### config.mk
export PLATFORM = sky130hd
export DESIGN_NAME = uart_mem_dumper_flat
export DESIGN_NICKNAME = d
export VERILOG_FILES = /design/src/rtl/uart_mem_dumper_if.sv /design/src/rtl/uart_mem_dumper.sv /design/src/flat_wrapper.sv
export SDC_FILE = /design/constraint.sdc
export NUM_CORES = 1
export LEC_CHECK = 0
export CORE_AREA = 2 2 139 107
export CTS_BUF_LIST = sky130_fd_sc_hd__clkbuf_16
export DETAILED_ROUTE_END_ITERATION = 6
export DIE_AREA = 0 0 141 109
export PLACE_DENSITY = 0.72
export REMOVE_ABC_BUFFERS = 1
export SLEW_MARGIN = 20
export SYNTH_ARGS = -nofsm -noshare
export SYNTH_HDL_FRONTEND = slang
export SYNTH_SLANG_ARGS = --single-unit
### constraint.sdc
create_clock -name clk -period 3.4 [get_ports clk]
set_input_delay 0.51 -clock clk [delete_from_list [all_inputs] [get_ports clk]]
set_output_delay 0.51 -clock clk [all_outputs]
set_load 0.1 [all_outputs]
### src/rtl/uart_mem_dumper_if.sv
// Byte-level UART and memory-read bundle between the dumper and its neighbours.
//
// Handshakes: rx_valid and rd_valid are single-cycle strobes with no
// back-pressure; the receiver must take the byte in that cycle or lose it.
// tx_send is a single-cycle push that is only legal while tx_full is low.
// rd_req is a single-cycle request, and rd_addr stays stable until the
// matching rd_valid arrives. Only one read is ever outstanding.
interface uart_mem_dumper_if;
  logic        rx_valid;
  logic [7:0]  rx_data;
  logic        tx_full;
  logic        tx_send;
  logic [7:0]  tx_data;
  logic        rd_req;
  logic [27:0] rd_addr;
  logic        rd_valid;
  logic [7:0]  rd_data;
  logic        dumping;

  // Dumper side.
  modport master (
    input  rx_valid, rx_data, tx_full, rd_valid, rd_data,
    output tx_send, tx_data, rd_req, rd_addr, dumping
  );

  // Environment side: UART RX/TX FIFO and memory.
  modport slave (
    output rx_valid, rx_data, tx_full, rd_valid, rd_data,
    input  tx_send, tx_data, rd_req, rd_addr, dumping
  );
endinterface

### src/rtl/uart_mem_dumper.sv
// The block takes a 4-byte header (cmd, len[23:16], len[15:8], len[7:0]).
// It reads len bytes from region cmd[3:0] one at a time and pushes each byte
// to the TX FIFO. After the data it pushes a trailer that makes the sum of
// all pushed bytes equal to 0 mod 256.
module uart_mem_dumper #(
  parameter logic [23:0] TIMEOUT = 24'd2000000,
  parameter logic [3:0]  OPCODE  = 4'hD
) (
  input  logic               clk,
  input  logic               rst,
  uart_mem_dumper_if.master  bus,
  output logic [2:0]         state_dbg
);

  typedef enum logic [2:0] {
    S_IDLE = 3'd0,
    S_LEN2 = 3'd1,
    S_LEN1 = 3'd2,
    S_LEN0 = 3'd3,
    S_READ = 3'd4,
    S_WAIT = 3'd5,
    S_PUSH = 3'd6,
    S_CSUM = 3'd7
  } state_t;

  state_t      state_q, state_d;
  logic [27:0] addr_q;
  logic [23:0] len_q;
  logic [23:0] len_next;
  logic [23:0] addr_inc;
  logic [23:0] tmo_q;
  logic        tmo_hit;
  logic [7:0]  hold_q;
  logic [7:0]  csum_q;
  logic        dump_q;
  logic        sent_q;
  logic        send;
  logic [7:0]  send_data;
  logic        req;
  logic        hdr_hit;

  assign hdr_hit  = bus.rx_valid && (bus.rx_data[7:4] == OPCODE);
  assign len_next = {len_q[15:0], bus.rx_data};
  assign addr_inc = addr_q[23:0] + 24'd1;
  assign tmo_hit  = (tmo_q == TIMEOUT - 24'd1);

  assign bus.tx_send = send;
  assign bus.tx_data = send_data;
  assign bus.rd_req  = req;
  assign bus.rd_addr = addr_q;
  assign bus.dumping = dump_q;
  assign state_dbg   = state_q;

  // State register.
  always_ff @(posedge clk) begin
    if (rst) state_q <= S_IDLE;
    else     state_q <= state_d;
  end

  // Next-state and strobe outputs; pushes are gated by tx_full.
  // The trailer also waits one cycle after the last data push.
  always_comb begin
    state_d   = state_q;
    send      = 1'b0;
    send_data = 8'h00;
    req       = 1'b0;
    case (state_q)
      S_IDLE: if (hdr_hit) state_d = S_LEN2;
      S_LEN2: begin
        if (bus.rx_valid)  state_d = S_LEN1;
        else if (tmo_hit)  state_d = S_IDLE;
      end
      S_LEN1: begin
        if (bus.rx_valid)  state_d = S_LEN0;
        else if (tmo_hit)  state_d = S_IDLE;
      end
      S_LEN0: begin
        if (bus.rx_valid)  state_d = (len_next == 24'd0) ? S_CSUM : S_READ;
        else if (tmo_hit)  state_d = S_IDLE;
      end
      S_READ: begin
        req     = 1'b1;
        state_d = S_WAIT;
      end
      S_WAIT: if (bus.rd_valid) state_d = S_PUSH;
      S_PUSH: begin
        if (!bus.tx_full) begin
          send      = 1'b1;
          send_data = hold_q;
          state_d   = (addr_inc == len_q) ? S_CSUM : S_READ;
        end
      end
      S_CSUM: begin
        if (!bus.tx_full && !sent_q) begin
          send      = 1'b1;
          send_data = 8'h00 - csum_q;
          state_d   = S_IDLE;
        end
      end
      default: state_d = S_IDLE;
    endcase
  end

  // Datapath: header capture, timeout, read data hold, checksum and address walk.
  always_ff @(posedge clk) begin
    if (rst) begin
      addr_q <= 28'd0;
      len_q  <= 24'd0;
      tmo_q  <= 24'd0;
      hold_q <= 8'h00;
      csum_q <= 8'h00;
      dump_q <= 1'b0;
      sent_q <= 1'b0;
    end else begin
      sent_q <= send;
      case (state_q)
        S_IDLE: begin
          if (hdr_hit) begin
            addr_q <= {bus.rx_data[3:0], 24'd0};
            len_q  <= 24'd0;
            tmo_q  <= 24'd0;
            csum_q <= 8'h00;
          end
        end
        S_LEN2, S_LEN1, S_LEN0: begin
          if (bus.rx_valid) begin
            len_q <= len_next;
            tmo_q <= 24'd0;
          end else begin
            tmo_q <= tmo_q + 24'd1;
          end
          if (state_d == S_READ) dump_q <= 1'b1;
        end
        S_WAIT: if (bus.rd_valid) hold_q <= bus.rd_data;
        S_PUSH: begin
          if (send) begin
            csum_q       <= csum_q + hold_q;
            addr_q[23:0] <= addr_inc;
          end
        end
        S_CSUM: if (send) dump_q <= 1'b0;
        default: ;
      endcase
    end
  end

endmodule

### src/flat_wrapper.sv
// flat-port wrapper written by rule: the top's interface ports become plain ports
module uart_mem_dumper_flat 
#(
  parameter logic [23:0] TIMEOUT = 24'd2000000,
  parameter logic [3:0]  OPCODE  = 4'hD
)
  (clk, rst, state_dbg, bus_rx_valid, bus_rx_data, bus_tx_full, bus_rd_valid, bus_rd_data, bus_tx_send, bus_tx_data, bus_rd_req, bus_rd_addr, bus_dumping);
  uart_mem_dumper_if bus_i ();
  input  logic clk;
  input  logic rst;
  output logic [2:0] state_dbg;
  input wire logic [$bits(bus_i.rx_valid)-1:0] bus_rx_valid;
  input wire logic [$bits(bus_i.rx_data)-1:0] bus_rx_data;
  input wire logic [$bits(bus_i.tx_full)-1:0] bus_tx_full;
  input wire logic [$bits(bus_i.rd_valid)-1:0] bus_rd_valid;
  input wire logic [$bits(bus_i.rd_data)-1:0] bus_rd_data;
  output wire logic [$bits(bus_i.tx_send)-1:0] bus_tx_send;
  output wire logic [$bits(bus_i.tx_data)-1:0] bus_tx_data;
  output wire logic [$bits(bus_i.rd_req)-1:0] bus_rd_req;
  output wire logic [$bits(bus_i.rd_addr)-1:0] bus_rd_addr;
  output wire logic [$bits(bus_i.dumping)-1:0] bus_dumping;
  assign bus_i.rx_valid = bus_rx_valid;
  assign bus_i.rx_data = bus_rx_data;
  assign bus_i.tx_full = bus_tx_full;
  assign bus_i.rd_valid = bus_rd_valid;
  assign bus_i.rd_data = bus_rd_data;
  assign bus_tx_send = bus_i.tx_send;
  assign bus_tx_data = bus_i.tx_data;
  assign bus_rd_req = bus_i.rd_req;
  assign bus_rd_addr = bus_i.rd_addr;
  assign bus_dumping = bus_i.dumping;
  uart_mem_dumper #(.TIMEOUT(TIMEOUT), .OPCODE(OPCODE)) u_core (.clk(clk), .rst(rst), .bus(bus_i), .state_dbg(state_dbg));
endmodule
---- After elaboration in Yosys (flattened, before gate mapping) ----
Cells that the tools add are included.
operators by class
  multiplexer cells ....................... 32
  reduce and logical (&&, ||, !) cells .... 16
  eq/ne operators ......................... 16
  add/subtract/negate cells ............... 4
operators by type and width
  cell                                                    number
  one-hot mux 24 bit (2 select lines)                     3
  2-to-1 mux 24 bit                                       5
  adder 24 x 1 -> 24 bit (second input constant)          2
  2-to-1 mux 8 bit                                        4
  one-hot mux 8 bit (2 select lines)                      2
  equality test 24 x 21 -> 1 bit (second input constant)  1
  equality test 24 bit                                    1
  logical NOT 24 bit                                      1
  2-to-1 mux 3 bit                                        8
  one-hot mux 3 bit (8 select lines)                      1
  equality test 3 bit (second input constant)             5
  AND reduction 3 bit                                     3
  adder 8 bit                                             1
  subtractor 1 x 8 -> 8 bit (first input constant)        1
  equality test 3 x 2 -> 1 bit (second input constant)    2
  != test 2 bit (second input constant)                   3
  AND reduction 2 bit                                     3
  nonzero test 2 bit                                      3
  2-to-1 mux 1 bit                                        5
  equality test 4 bit (second input constant)             1
  2-to-1 mux 2 bit                                        2
  != test 2 x 1 -> 1 bit (second input constant)          2
  one-hot mux 1 bit (2 select lines)                      2
  equality test 3 x 1 -> 1 bit (second input constant)    1
  other kinds (4)                                         6
word-level totals
  output and inout port bits .............. 42
  logic and storage cells ................. 77
  register bits ........................... 97

---- Logic depth before layout (Yosys ltp) ----
  depth in word-level cells ............... 8
  depth in mapped cells ................... 9
  gate-level depth less buffers ........... 9

---- Least setup slack after synthesis ----
OpenSTA, ideal clock, no wires.
  kind .................................... reg2out
  from .................................... reg u_core.state_q[1], in the netlist u_core.state_dbg[1]
  to ...................................... out bus_tx_data[2]
  path slack .............................. -1075 ps
  stages on the path, launching flop included .. 5
  data required time ...................... 2890 ps
  data arrival time ....................... 3965 ps
  path through ............................ dfxtp_1 clkbuf_1 clkbuf_1 nand4_1 o21ai_0
between the ends
  cells in the longest elaborated chain, start to end .. 2
ends and longest elaborated chain
  what                                  RTL line               source
  start, declared                       uart_mem_dumper.sv:26  state_t state_q, state_d;
  start signal, assigned                uart_mem_dumper.sv:57  else state_q <= state_d;
  equality test 3 bit                   uart_mem_dumper.sv:67  case (state_q)
  one-hot mux 8 bit (2 select lines) *  uart_mem_dumper.sv:67
  end, declared                         flat_wrapper.sv:18     output wire logic [$bits(bus_i.tx_data)-1:0] bus_tx_data;
Every way passes the cells marked *; elsewhere a longest branch is shown, timed or not.

---- Final worst setup path ----
  from .................................... reg u_core.csum_q[1]
  to ...................................... out bus_tx_data[7]
between the ends
  cells in the longest elaborated chain, start to end .. 3
ends and longest elaborated chain
  what                                RTL line                source
  start, declared                     uart_mem_dumper.sv:34   logic [7:0] csum_q;
  start signal, assigned              uart_mem_dumper.sv:137  csum_q <= csum_q + hold_q;
  subtractor 1 x 8 -> 8 bit           uart_mem_dumper.sv:96   send_data = 8'h00 - csum_q;
  2-to-1 mux 8 bit                    uart_mem_dumper.sv:94   if (!bus.tx_full && !sent_q) begin
  one-hot mux 8 bit (2 select lines)  uart_mem_dumper.sv:67
Every way passes these cells.

==> flow_summary.toml <==
[timing]
hold_violations = 0
clock.fmax_mhz = 350.7
tightest_slew_ns = 0.9788
setup-tns-final_ns = 0
post-route-period-util_pct = 83.86
rsz0062_at_grt = "false"
drv_slew = 0
slew_headroom_pct = 34.54
fin_crit_ns = 2.851
setup_viol = 0
skew_ns = 0.006531

[grt]
grt-ovfl-total = 0
grt_max_degree = 51
first_global_vias = 4671
met3_usage_pct = 4.216
grt_pass1_wl_um = 24160
grtUsageMet1_pct = 28.73
antenna_found_initial = 1
grt_busiest_layer = "met1"
grt_usage_pct = 19.35
met2_usage_pct = 28.29

[placed_design]
gp_congestion = 0.8669
dp.final_hpwl_um = 10480
placed_cell_area_um2 = 6339
port_buffers = 62

[worst_setup_path]
cp.arrival_ns = 2.34
crit_path_start_kind = "flop"
rr_startpoint = "u_core.bus.rd_addr[8]"
startpoint = "u_core.csum_q[1]"
cp_common_cell = "or3_1"
endpoint_kind = "primary output"
worstPathMaxFanout = 5
crit_required_ns = 2.89
cp_cell_sequence = "or3_1 -> or3_1 -> nor3_1 -> xor2_1 -> o21ai_0 -> buf_12"
cp_num_buf_inv = 1
crit_type = "reg2out"
critical-path-max-stage-delay_ns = 0.43
slowest_stage = "or3_1"
path_delay_family = "simple AND/OR/NAND/NOR gates"

[synthesis]
yosys_warnings = 0
syn_area_um2 = 5514
ys_seq_area_share_pct = 35.22
synth_enable_flop_cells = 0
synthArstFlopShare_pct = 0
synthTopCellsByCount = "dfxtp_1 (97), nor2_1 (84), nand2_1 (66)"
yosysMostFrequentCell = "dfxtp_1"
synth_seq_cells = 97
syn_area_per_cell_um2 = 8.003
ys.flop_type = "dfxtp_1"
postSynthCellCount = 689
ys_types = 71
synth_top_cell_by_area = "dfxtp_1"
synth_top_area_share_pct = 35.22
synth.area.top_cells = "dfxtp_1 (35%), nor2_1 (5.7%), a21oi_1 (5.6%)"

[cells_and_area]
design_area_um2 = 6615
fin_nets = 764
drive_above_1_share_pct = 10.73
synthToLayoutAreaGrowth_pct = 19.97
insertedDiodeCount = 0

[clock_tree]
cts_resized = 0
path_clk_slew_ns = 0.06
cts_tree = "done"
clk_latency_ns = 0.34
cts_setup_buffers = 0
holdBufCountCts = 0
root_buffer = "clkbuf_16"
cts_buffers = 9
cts.sinks = 97
cts-htree-levels = 3
cts_buffer_depth = 2

[pwr]
p_leak_nw = 2.322
p_per_area_nw_per_um2 = 334.9
vdd_drop_max_mv = 0.2434

[die]
fp-row-count = 38
ios = 63
die_area_um2 = 15370
fp.coreArea_um2 = 14120
die-height_um = 109
start_util_pct = 39.05
die_x_um = 141

[run]
cap_violations = 0

[drt]
drt_pass1_iterations = 5
post_drt_wl_per_cell_um = 16.06
vias = 5332
first_iter_violations = 386
antenna_left = 0
via_per_inst = 5.821
wl_um = 14710
route.detailed.drc = 0

[min_path]
min_from = "u_core.hold_q[5]"
hold_class = "reg2reg"

[outcome]
outcome = "finished clean"
logic make-up (layout without fill, tap and decap cells):
family,Yosys count,in the layout,synth area share [%]
simple gates,285,285,27.48
compound gates,190,190,22.49
flops,97,97,35.22
buf+inv,55,102,3.926
xor+xnor,44,44,6.989
fa+ha+maj,11,11,2.632
mux,7,7,1.271
stage by stage:
| stage | hold slack, ns | utilization, % | worst slack [ns] | power [W] | std cells |
|---|---|---|---|---|---|
| after floorplan | 0.4472 | - | -0.9394 | 0.001202 | 645 |
| after global placement | 0.4727 | 44.89 | 0.6817 | 0.001263 | 901 |
| after detailed placement | 0.4789 | 44.89 | 0.6306 | 0.001262 | 901 |
| after CTS | 0.4885 | 46.85 | 0.5248 | 0.002241 | 916 |
| after global routing | 0.5157 | 46.85 | 0.3538 | 0.002286 | 916 |
| final | 0.4826 | 46.85 | 0.5489 | 0.002215 | 916 |
worst min-delay path: cells and delay by family, from the launching register on:
kind,cells,cell delay [ns]
DFF,1,0.33
AOI/OAI and AO/OA,1,0.05
and+or+nand+nor,1,0.06
final timing paths:
kind / cells past startpoint / slack (ns) / to
setup / recovery: 6 / 0.55 / bus_tx_data[7]
hold / removal: 2 / 0.48 / u_core.hold_q[5]
setup reg to reg: 8 / 0.68 / u_core.state_dbg[1]
hold reg to reg: 2 / 0.48 / u_core.hold_q[5]
registers in the layout, summed over array words and instances, names as in the netlist:
name	cells
u_core.bus.dumping	1
u_core.bus.rd_addr	28
u_core.csum_q	8
u_core.hold_q	8
u_core.len_q	24
u_core.sent_q	1
u_core.state_dbg	3
u_core.tmo_q	24
per-layer routing:
layer,part of all wire [%],wire length (µm)
met2,42,6203
met3,6.8,1003
met5,0,0
met4,0.88,129
met1,50,7375
layout make-up:
class | instances | area (µm²)
fill | 1367 | 7506
multi-input combinational | 537 | 3367
sequential | 97 | 1942
timing repair buffer | 76 | 763.2
clock buffer | 9 | 225.2
tap | 180 | 225.2
clock inverter | 6 | 51.30
inverter | 11 | 41.29
power breakdown:
| part | internal (W) | switching (W) |
|---|---|---|
| Sequential | 0.00114 | 0.00000343 |
| Combinational | 0.0000364 | 0.0000592 |
| Clock | 0.000556 | 0.000422 |
| Total | 0.00173 | 0.000485 |
cell usage in the layout (no fill, tap or decap), drive strengths merged, types with 4 or more instances in the layout:
cell type      count
a22oi             14
or4                4
nor4b              4
a211oi             4
a22o              26
a311oi             9
buf               43
nor3              25
xor2              12
inv               12
mux2i              7
ha                10
clkbuf             9
nor2              86
nand2             67
a21oi             62
or2                4
nand4b             8
or3               10
a31oi              8
clkdlybuf4s50     33
o21ai             41
nor4              18
and2               5
nand4             17
clkinv             4
nand2b             4
dfxtp             97
nand3             17
and3               5
xnor2             32
Power figures use the tool's default switching activity.
